**config.mk**
```make
export PLATFORM = sky130hd
export DESIGN_NAME = instr_loader_flat
export DESIGN_NICKNAME = d
export VERILOG_FILES = /design/src/rtl/instr_loader_if.sv /design/src/rtl/instr_loader.sv /design/src/flat_wrapper.sv
export SDC_FILE = /design/constraint.sdc
export NUM_CORES = 1
export LEC_CHECK = 0
export CAP_MARGIN = 0
export CORE_MARGIN = 4
export CORE_UTILIZATION = 59
export CTS_CLUSTER_SIZE = 16
export DETAILED_ROUTE_END_ITERATION = 6
export PLACE_DENSITY = 0.85
export SYNTH_ARGS = -nofsm -noshare
export SYNTH_HDL_FRONTEND = slang
export SYNTH_SLANG_ARGS = --single-unit
```
**constraint.sdc**
```tcl
create_clock -name CLK -period 4.7 [get_ports CLK]
set_input_delay 0.705 -clock CLK [delete_from_list [all_inputs] [get_ports CLK]]
set_output_delay 0.705 -clock CLK [all_outputs]
set_load 0.005 [all_outputs]
```
**src/rtl/instr_loader_if.sv**
```systemverilog
`default_nettype none
// ============================================================================
//  Module      : instr_loader_if
//  Description : Bundle of the beat-input and core-facing signals of the
//                instruction loader.
//                  slave  : the loader itself (consumes beats, drives the core)
//                  master : whatever sits around it (beat source + core)
//                Ports carried:
//                  FLUSH        -> loader   synchronous clear
//                  DIN/DIN_STB  -> loader   instruction beat + strobe
//                  DIN_BUSY     <- loader   beats cannot be accepted
//                  OVERFLOW     <- loader   sticky dropped-beat flag
//                  INSTRUCTION  <- loader   FIFO head (0 when empty)
//                  INSTR_VALID  <- loader   FIFO non-empty
//                  INSTR_READY  -> loader   core takes the head this cycle
//                  write_en     <- loader   issue strobe
//                  PC           <- loader   issued-instruction counter
//                  FIFO_COUNT   <- loader   entries held
//  Revision    : 1.0  initial release
// ============================================================================
interface instr_loader_if #(
    parameter int BEAT_W  = 3,
    parameter int INSTR_W = 9,
    parameter int CNT_W   = 3
) ();
    logic               FLUSH;
    logic [BEAT_W-1:0]  DIN;
    logic               DIN_STB;
    logic               DIN_BUSY;
    logic               OVERFLOW;
    logic [INSTR_W-1:0] INSTRUCTION;
    logic               INSTR_VALID;
    logic               INSTR_READY;
    logic               write_en;
    logic [INSTR_W-1:0] PC;
    logic [CNT_W-1:0]   FIFO_COUNT;

    modport slave (
        input  FLUSH,
        input  DIN,
        input  DIN_STB,
        input  INSTR_READY,
        output DIN_BUSY,
        output OVERFLOW,
        output INSTRUCTION,
        output INSTR_VALID,
        output write_en,
        output PC,
        output FIFO_COUNT
    );

    modport master (
        output FLUSH,
        output DIN,
        output DIN_STB,
        output INSTR_READY,
        input  DIN_BUSY,
        input  OVERFLOW,
        input  INSTRUCTION,
        input  INSTR_VALID,
        input  write_en,
        input  PC,
        input  FIFO_COUNT
    );
endinterface
`default_nettype wire

```
**src/rtl/instr_loader.sv**
```systemverilog
`default_nettype none
// ============================================================================
//  Module      : instr_loader
//  Description : Front end of the cpu core. Assembles INSTR_W-bit instructions
//                from three BEAT_W-bit beats (first beat = most significant),
//                queues them in a DEPTH-entry first-word-fall-through FIFO and
//                hands the head to the core with a valid/ready handshake.
//                PC counts instructions issued to the core.
//  Ports       : CLK    - clock, rising edge
//                RESET  - asynchronous, active-high reset
//                bus    - instr_loader_if.slave (beat input, core handshake,
//                         status: DIN_BUSY, OVERFLOW, PC, FIFO_COUNT)
//  Revision    : 1.0  initial release
// ============================================================================
module instr_loader #(
    parameter int DEPTH   = 4,
    parameter int BEAT_W  = 3,
    parameter int INSTR_W = 9,
    parameter int CNT_W   = 3
) (
    input  wire logic       CLK,
    input  wire logic       RESET,
    instr_loader_if.slave   bus
);

    localparam int               PTR_W  = (DEPTH > 1) ? $clog2(DEPTH) : 1;
    localparam int               HOLD_W = INSTR_W - BEAT_W;
    localparam logic [CNT_W-1:0] C_FULL = CNT_W'(DEPTH);

    // ------------------------------------------------------------------------
    // Assembler state: which beat of the current word is expected next.
    // ------------------------------------------------------------------------
    typedef enum logic [1:0] {
        B0 = 2'd0,
        B1 = 2'd1,
        B2 = 2'd2
    } asm_state_t;

    asm_state_t         r_state;
    asm_state_t         w_state_next;

    // Upper two beats of the word in progress; the third beat is taken
    // straight from DIN when the word is pushed.
    logic [HOLD_W-1:0]  r_hold;

    logic [INSTR_W-1:0] r_mem [DEPTH];
    logic [PTR_W-1:0]   r_wr_ptr;
    logic [PTR_W-1:0]   r_rd_ptr;
    logic [CNT_W-1:0]   r_count;
    logic [INSTR_W-1:0] r_pc;
    logic               r_overflow;

    logic               w_busy;
    logic               w_valid;
    logic               w_accept;
    logic               w_push;
    logic               w_fire;
    logic [INSTR_W-1:0] w_word;

    // ------------------------------------------------------------------------
    // Handshake decode. Busy looks only at the registered count, so a pop in
    // the current cycle does not open the input for a beat in the same cycle.
    // ------------------------------------------------------------------------
    assign w_busy   = (r_count == C_FULL);
    assign w_valid  = (r_count != '0);
    assign w_accept = bus.DIN_STB & ~w_busy;
    assign w_fire   = w_valid & bus.INSTR_READY & ~bus.FLUSH;
    assign w_word   = {r_hold, bus.DIN};

    // ------------------------------------------------------------------------
    // Assembler FSM: state register
    // ------------------------------------------------------------------------
    always_ff @(posedge CLK or posedge RESET) begin
        if (RESET) begin
            r_state <= B0;
        end else begin
            r_state <= w_state_next;
        end
    end

    // ------------------------------------------------------------------------
    // Assembler FSM: next state and push decode. FLUSH abandons any partial
    // word and blocks the push of a word completing in the same cycle.
    // ------------------------------------------------------------------------
    always_comb begin
        w_state_next = r_state;
        w_push       = 1'b0;
        if (bus.FLUSH) begin
            w_state_next = B0;
        end else if (w_accept) begin
            case (r_state)
                B0:      w_state_next = B1;
                B1:      w_state_next = B2;
                B2: begin
                    w_state_next = B0;
                    w_push       = 1'b1;
                end
                default: w_state_next = B0;
            endcase
        end
    end

    // ------------------------------------------------------------------------
    // Beat capture into the hold register
    // ------------------------------------------------------------------------
    always_ff @(posedge CLK or posedge RESET) begin
        if (RESET) begin
            r_hold <= '0;
        end else if (bus.FLUSH) begin
            r_hold <= '0;
        end else if (w_accept) begin
            case (r_state)
                B0:      r_hold[HOLD_W-1 -: BEAT_W] <= bus.DIN;
                B1:      r_hold[BEAT_W-1:0]         <= bus.DIN;
                default: r_hold                     <= r_hold;
            endcase
        end
    end

    // ------------------------------------------------------------------------
    // FIFO storage. Entries need no reset: they are only visible while the
    // count says they hold a pushed word.
    // ------------------------------------------------------------------------
    always_ff @(posedge CLK) begin
        if (w_push) begin
            r_mem[r_wr_ptr] <= w_word;
        end
    end

    // ------------------------------------------------------------------------
    // FIFO pointers and occupancy. DEPTH is a power of two, so the natural
    // PTR_W-bit wrap gives modulo-DEPTH addressing.
    // ------------------------------------------------------------------------
    always_ff @(posedge CLK or posedge RESET) begin
        if (RESET) begin
            r_wr_ptr <= '0;
            r_rd_ptr <= '0;
            r_count  <= '0;
        end else if (bus.FLUSH) begin
            r_wr_ptr <= '0;
            r_rd_ptr <= '0;
            r_count  <= '0;
        end else begin
            if (w_push) begin
                r_wr_ptr <= r_wr_ptr + PTR_W'(1);
            end
            if (w_fire) begin
                r_rd_ptr <= r_rd_ptr + PTR_W'(1);
            end
            case ({w_push, w_fire})
                2'b10:   r_count <= r_count + CNT_W'(1);
                2'b01:   r_count <= r_count - CNT_W'(1);
                default: r_count <= r_count;
            endcase
        end
    end

    // ------------------------------------------------------------------------
    // Issue counter and sticky overflow. Neither is touched by FLUSH.
    // A strobe against a full FIFO is a dropped beat.
    // ------------------------------------------------------------------------
    always_ff @(posedge CLK or posedge RESET) begin
        if (RESET) begin
            r_pc       <= '0;
            r_overflow <= 1'b0;
        end else begin
            if (w_fire) begin
                r_pc <= r_pc + INSTR_W'(1);
            end
            if (bus.DIN_STB && w_busy) begin
                r_overflow <= 1'b1;
            end
        end
    end

    // ------------------------------------------------------------------------
    // Outputs
    // ------------------------------------------------------------------------
    assign bus.DIN_BUSY    = w_busy;
    assign bus.OVERFLOW    = r_overflow;
    assign bus.INSTR_VALID = w_valid;
    assign bus.INSTRUCTION = w_valid ? r_mem[r_rd_ptr] : '0;
    assign bus.write_en    = w_fire;
    assign bus.PC          = r_pc;
    assign bus.FIFO_COUNT  = r_count;

endmodule
`default_nettype wire

```
**src/flat_wrapper.sv**
```systemverilog
// flat-port wrapper written by rule: the top's interface ports become plain ports
module instr_loader_flat 
#(
    parameter int DEPTH   = 4,
    parameter int BEAT_W  = 3,
    parameter int INSTR_W = 9,
    parameter int CNT_W   = 3
)
  (CLK, RESET, bus_FLUSH, bus_DIN, bus_DIN_STB, bus_INSTR_READY, bus_DIN_BUSY, bus_OVERFLOW, bus_INSTRUCTION, bus_INSTR_VALID, bus_write_en, bus_PC, bus_FIFO_COUNT);
  instr_loader_if #(.BEAT_W(BEAT_W), .INSTR_W(INSTR_W), .CNT_W(CNT_W)) bus_i ();
  input  wire logic CLK;
  input  wire logic RESET;
  input wire logic [$bits(bus_i.FLUSH)-1:0] bus_FLUSH;
  input wire logic [$bits(bus_i.DIN)-1:0] bus_DIN;
  input wire logic [$bits(bus_i.DIN_STB)-1:0] bus_DIN_STB;
  input wire logic [$bits(bus_i.INSTR_READY)-1:0] bus_INSTR_READY;
  output wire logic [$bits(bus_i.DIN_BUSY)-1:0] bus_DIN_BUSY;
  output wire logic [$bits(bus_i.OVERFLOW)-1:0] bus_OVERFLOW;
  output wire logic [$bits(bus_i.INSTRUCTION)-1:0] bus_INSTRUCTION;
  output wire logic [$bits(bus_i.INSTR_VALID)-1:0] bus_INSTR_VALID;
  output wire logic [$bits(bus_i.write_en)-1:0] bus_write_en;
  output wire logic [$bits(bus_i.PC)-1:0] bus_PC;
  output wire logic [$bits(bus_i.FIFO_COUNT)-1:0] bus_FIFO_COUNT;
  assign bus_i.FLUSH = bus_FLUSH;
  assign bus_i.DIN = bus_DIN;
  assign bus_i.DIN_STB = bus_DIN_STB;
  assign bus_i.INSTR_READY = bus_INSTR_READY;
  assign bus_DIN_BUSY = bus_i.DIN_BUSY;
  assign bus_OVERFLOW = bus_i.OVERFLOW;
  assign bus_INSTRUCTION = bus_i.INSTRUCTION;
  assign bus_INSTR_VALID = bus_i.INSTR_VALID;
  assign bus_write_en = bus_i.write_en;
  assign bus_PC = bus_i.PC;
  assign bus_FIFO_COUNT = bus_i.FIFO_COUNT;
  instr_loader #(.DEPTH(DEPTH), .BEAT_W(BEAT_W), .INSTR_W(INSTR_W), .CNT_W(CNT_W)) u_core (.CLK(CLK), .RESET(RESET), .bus(bus_i));
endmodule
```
==> impl_metrics.yaml <==
run_status:
  status: "finished clean"
worst_setup_path:
  path_class: "in2out"
  end_kind: "output pin"
  cp_data_required_time_ps: 3990
  r2r_slack_ps: 2150
  worstPathMaxFanout: 22
  r2r_end: "u_core.bus.FIFO_COUNT[2]$_DFFE_PP0P_"
  slowest_stage: "clkdlybuf4s50_1"
  cpLargestDelayFamily: "buffers and inverters"
  r2r_cells: 8
  reg2reg_from: "u_core.bus.FIFO_COUNT[0]$_DFFE_PP0P_"
  critPathBufInv: 2
  path_cells: "clkdlybuf4s50_1 > nor2_1 > clkdlybuf4s50_1"
  cp-start-kind: "input port"
  crit_path_max_incr_delay_ps: 800
  cp_data_arrival_time_ps: 2650
  crit_path_frequent_cell: "clkdlybuf4s50_1"
synthesis:
  syn_avg_cell_area_um2: 15.0
  synthCells: 174
  syn-cell-area_um2: 2610
  ys_ff_latch: 61
  synth_cell_types: 33
  synth_fp_nets: 188
  synth-seq-area-share_pct: 65.3
  yosys_warnings: 0
floorplanning:
  die_w_um: 74.5
  die-area_um2: 5560
  ios: 33
  design.core.area_um2: 4140
  initial_core_util_pct: 63.0
  rows: 23
  fp.dieH_um: 74.5
global_route:
  grt_pass1_vias: 1601
  grt_max_degree: 26
  grt.total_usage_pct: 20.2
  antenna_found_initial: 0
  overflow: 0
  grt_pass1_wl_um: 7910
cts:
  cts_tree: "yes"
  clockBufferDepth: 2
  insertion_delay_ps: 330
  cts_root_buf: "clkbuf_8"
  numCtsBuffers: 9
  cts_resized: 0
  htreeDepth: 3
  clock-sinks: 61
  post-cts-setup-buffers: 0
  clkTransAtPathRegs_ps: 60
  cts_hold_buffers: 0
timing:
  setup_tns_ps: 0
  rsz0062_at_grt: "no"
  skew_ps: 6.68
  finalCritPeriodShare_pct: 71.4
  setup_violations: 0
  worst_slew_pin_slew_ps: 931
  drv_slew: 0
  max_freq_mhz: 298
  fin_crit_ps: 3350
  hold_violations: 0
  relSlewSlack_pct: 37.9
routing:
  wl_met2_um: 2450
  viasPerCell: 5.62
  wire_per_inst_um: 17.8
  drt_wl_total_um: 4750
  wl_met1_um: 2000
  drc_errors: 0
  top_layer_used: "met4"
  postRouteAntennaNets: 0
  drt-pass1-iter-count: 4
  drt_iter0_markers: 111
  wl_met3_um: 155
  vias: 1501
power:
  vdd.ir_drop.worst_uv: 329
  p_leak_uw: 0.00121
  power_per_cell_area_nw_per_um2: 462
layout:
  num-fill-cells: 251
  nNetsFinal: 226
  final_area_um2: 3130
  area_growth_pct: 19.8
  n_antenna_cell: 0
  layout-drive-gt1-share_pct: 12.4
min_path:
  hold_end: "u_core.bus.OVERFLOW$_DFFE_PP0P_"
  hold_depth: 1
  hp-start: "u_core.bus.OVERFLOW$_DFFE_PP0P_"
  hp-class: "reg2reg"
placement:
  placed_cell_area_um2: 2980
  numPortBuffers: 32
  gp_congestion: 0.824
  dp_hpwl_um: 3320
flow_run:
  maxCapViolCount: 0
## sequential cells by signal (all words and copies together), names as in the netlist
register and flops:
u_core.bus.PC 9, u_core.bus.OVERFLOW 1, u_core.bus.FIFO_COUNT 3, u_core.r_wr_ptr 2, u_core.r_rd_ptr 2, u_core.r_hold 6
u_core.r_state 2, u_core.r_mem 36
## layout make-up
type                            instances  area, um^2  share of cell area, %
Clock inverter                          2        10.0                  0.320
Multi-Input combinational cell        100         855                   27.3
Timing Repair Buffer                   33         328                   10.5
Tap cell                               50        62.6                   2.00
Clock buffer                           14         143                   4.56
Inverter                                7        26.3                  0.839
Sequential cell                        61        1710                   54.5
## routing by layer
layer  vias to the layer above  global-route usage, %
met5                         -                      0
met4                         0                   10.1
met3                        14                   5.00
met1                       747                   24.1
li1                        701                      -
met2                        39                   34.1
## per-stage QoR
step	total power [uW]	hold WS, ps	cells	setup slack (ps)	utilization (%)
3_3_place_gp	1060	441	251	1440	71.9
5_1_grt	1520	491	267	1220	75.5
4_1_cts	1460	463	267	1380	75.5
6_report	1450	459	267	1350	75.5
3_5_place_dp	1090	447	251	1390	71.9
2_1_floorplan	885	451	174	2310	-
## Yosys cell counts, drive strengths merged
cell type / count / area share (%)
clkbuf: 5 / 0.77
nand4b: 2 / 0.67
nor2b: 11 / 2.6
inv: 7 / 1.0
o41ai: 1 / 0.62
nand3: 2 / 0.38
a21oi: 4 / 0.77
and3: 2 / 0.48
mux2: 3 / 1.3
and2: 4 / 0.96
nand2: 9 / 1.3
dfrtp: 25 / 24
a21o: 1 / 0.29
xnor2: 10 / 3.4
fa: 1 / 0.77
edfxtp: 36 / 41
mux4: 9 / 7.8
nor2: 14 / 2.0
nand3b: 1 / 0.29
o21ai: 1 / 0.19
and4b: 2 / 0.91
nand2b: 2 / 0.48
or3: 1 / 0.24
nand4: 3 / 0.72
o31ai: 1 / 0.48
xor2: 1 / 0.34
ha: 5 / 2.4
or3b: 1 / 0.34
buf: 1 / 0.19
mux2i: 7 / 2.7
nor3: 2 / 0.38
## logic make-up (layout without fill, tap and decap cells)
| kind of cell | Yosys count | after routing | synth area share [%] |
|---|---|---|---|
| AND/OR/NAND/NOR | 56 | 56 | 11.8 |
| multiplexers | 19 | 19 | 11.7 |
| flip-flops | 61 | 61 | 65.3 |
| adder cells (fa/ha/maj) | 6 | 6 | 3.16 |
| AO/OA/AOI/OAI | 8 | 8 | 2.35 |
| XOR/XNOR | 11 | 11 | 3.69 |
| buffers and inverters | 13 | 56 | 1.96 |
## report_power, final
part           internal (uW)  leakage [uW]  switching [uW]  total (uW)
Sequential               614      0.000665            65.1         679
Combinational            239      0.000470             154         393
Clock                    190     0.0000784             183         374
## layout by cell type, fill, tap and decap left out, types with 2 or more instances in the layout
cell,instances
mux2i_1,7
and2_1,4
dfrtp_1,25
clkbuf_8,9
nand4b_1,2
mux2_2,3
nand3_1,2
mux4_2,9
nor2b_1,11
nand4_1,3
clkinv_2,2
nor3_1,2
and3_1,2
a21oi_1,4
nand2b_1,2
clkdlybuf4s50_1,32
nor2_1,14
nand2_1,9
ha_1,5
inv_1,7
xnor2_1,10
edfxtp_1,36
clkbuf_1,5
## worst max-delay path by stage
stage                                         start                              endpoint  slack, ps  depth (start not counted)
4_1_cts                                   bus_FLUSH                          bus_write_en       1380                          3
5_1_grt                                   bus_FLUSH                          bus_write_en       1220                          3
3_3_place_gp                              bus_FLUSH                          bus_write_en       1440                          3
3_5_place_dp                              bus_FLUSH                          bus_write_en       1390                          3
6_report                                  bus_FLUSH                          bus_write_en       1350                          3
2_1_floorplan  u_core.bus.FIFO_COUNT[0]$_DFFE_PP0P_  u_core.bus.FIFO_COUNT[2]$_DFFE_PP0P_       2310                          9
(Power assumes the default switching activity.)
==> RTL change, RTL diff (same settings) <==
Encoding of `asm_state_t`: now one-hot (3 bits for 3 states).
--- a/src/rtl/instr_loader.sv
+++ b/src/rtl/instr_loader.sv
@@ -30,10 +30,10 @@
     // ------------------------------------------------------------------------
     // Assembler state: which beat of the current word is expected next.
     // ------------------------------------------------------------------------
-    typedef enum logic [1:0] {
-        B0 = 2'd0,
-        B1 = 2'd1,
-        B2 = 2'd2
+    typedef enum logic [2:0] {
+        B0 = 3'b001,
+        B1 = 3'b010,
+        B2 = 3'b100
     } asm_state_t;
 
     asm_state_t         r_state;
Function: same outputs for any inputs over 10 cycles, from zero or initial values and one cycle with RESET high; not proved beyond that.
==> RTL change against the unedited design <==
  * Wire length increased by 4.1%
  * Die area increased by 2.3%
  * Critical path depth unchanged
  * Sequential cell count increased by 1
  * Synthesized cell count increased by 5.2%
  * Area after synthesis increased by 2.5%
  * Via count increased by 6.1%
  * Hold slack improved by 8.7 ps
  * First-iteration DRC count decreased by 14%
  * Worst setup slack improved by 94 ps
  * Cell area increased by 4.8%
  * Largest cell class unchanged
Power is not compared: it rests on default switching activity, and its combinational part moved more than twofold at a synthesized area within 25%.
==> RTL change: results <==
[synthesis]
syn-cell-area_um2 = 2680
synth_compound_area_share_pct = 3.32
synth_sequential_area_ratio_pct = 64.7
synth.top_cells.by_area = sky130_fd_sc_hd__edfxtp_1, sky130_fd_sc_hd__dfrtp_1, sky130_fd_sc_hd__mux4_2
async_flop_share_pct = 41.9
proportion_of_synthesized_area_in_mux_cells_pct = 11.4
postSynthCellCount = 183
post_synth_xor_area_fraction_pct = 3.60
synth_top_cells_by_count = sky130_fd_sc_hd__edfxtp_1, sky130_fd_sc_hd__dfrtp_1, sky130_fd_sc_hd__nor2_1
synth_fp_nets = 197
synth_cell_types = 39
yosys_warnings = 0

[sta]
maxClockFrequency_ghz = 0.307
timing.slew.headroom_pct = 33.5
worst_hold_margin_ps = 467
clock-skew-final_ps = 8.98

[cts]
cts_repair_resize_count = 0

[final_layout]
final_cells = 278
layout.filler_cells = 260
nets = 235
drive_gt1_share_pct = 14.6

[routing]
dr_wl_met2_um = 2550
met3_length_um = 224
route.layer.met1.wl_um = 2070
wirelength_um = 4950
detail_route.iter0.violations = 95

[placement]
dp_slack_ps = 1440
gp_congestion = 0.716
detailedPlacementHpwl_um = 3400
placed_cells_incl_taps = 262

[outcome]
run_status = finished, final reports clean

[critical_path]
path_max_fanout = 23
cp_data_arrival_time_ps = 2560

[global_route]
grtUsageMet1_pct = 24.7
grt_use_met2_pct = 31.8
met3_usage_pct = 5.54
grt_pass1_vias = 1620
gr-usage-all-layers_pct = 19.8
maximum_number_of_pins_on_one_net_before_global_route_repair = 27
grt_pass1_wl_um = 7890
RTL change: changes by cell type after synthesis, sizes merged, moves of 2 or more:
| cell | change |
|---|---|
| and4b | -2 |
| nor3b | +2 |
| nand3 | +3 |
| a21oi | +2 |
| o21ai | +2 |
| nand4 | -2 |
RTL change: worst max path at each step:
stage | to | cells after the start
finish | bus_write_en | 3
global route | bus_write_en | 3
CTS | bus_write_en | 3
detailed placement | bus_write_en | 3
global placement | bus_write_en | 3
floorplan | u_core.bus.FIFO_COUNT[2] | 8
RTL change: metrics by stage:
step	area, um^2	utilization, %
after floorplan	2680	-
after global placement	3040	69.4
after detailed placement	3040	69.4
after CTS	3280	74.8
after global routing	3280	74.8
final	3280	74.8
RTL change: final cells by class:
class | instances | area share [%]
clock buffers | 9 | 3.78
clock inverters | 7 | 3.43
inverters | 8 | 0.915
multi-input cells | 107 | 27.1
flip-flops and latches | 62 | 52.8
well taps | 52 | 1.98
repair buffers | 33 | 9.99
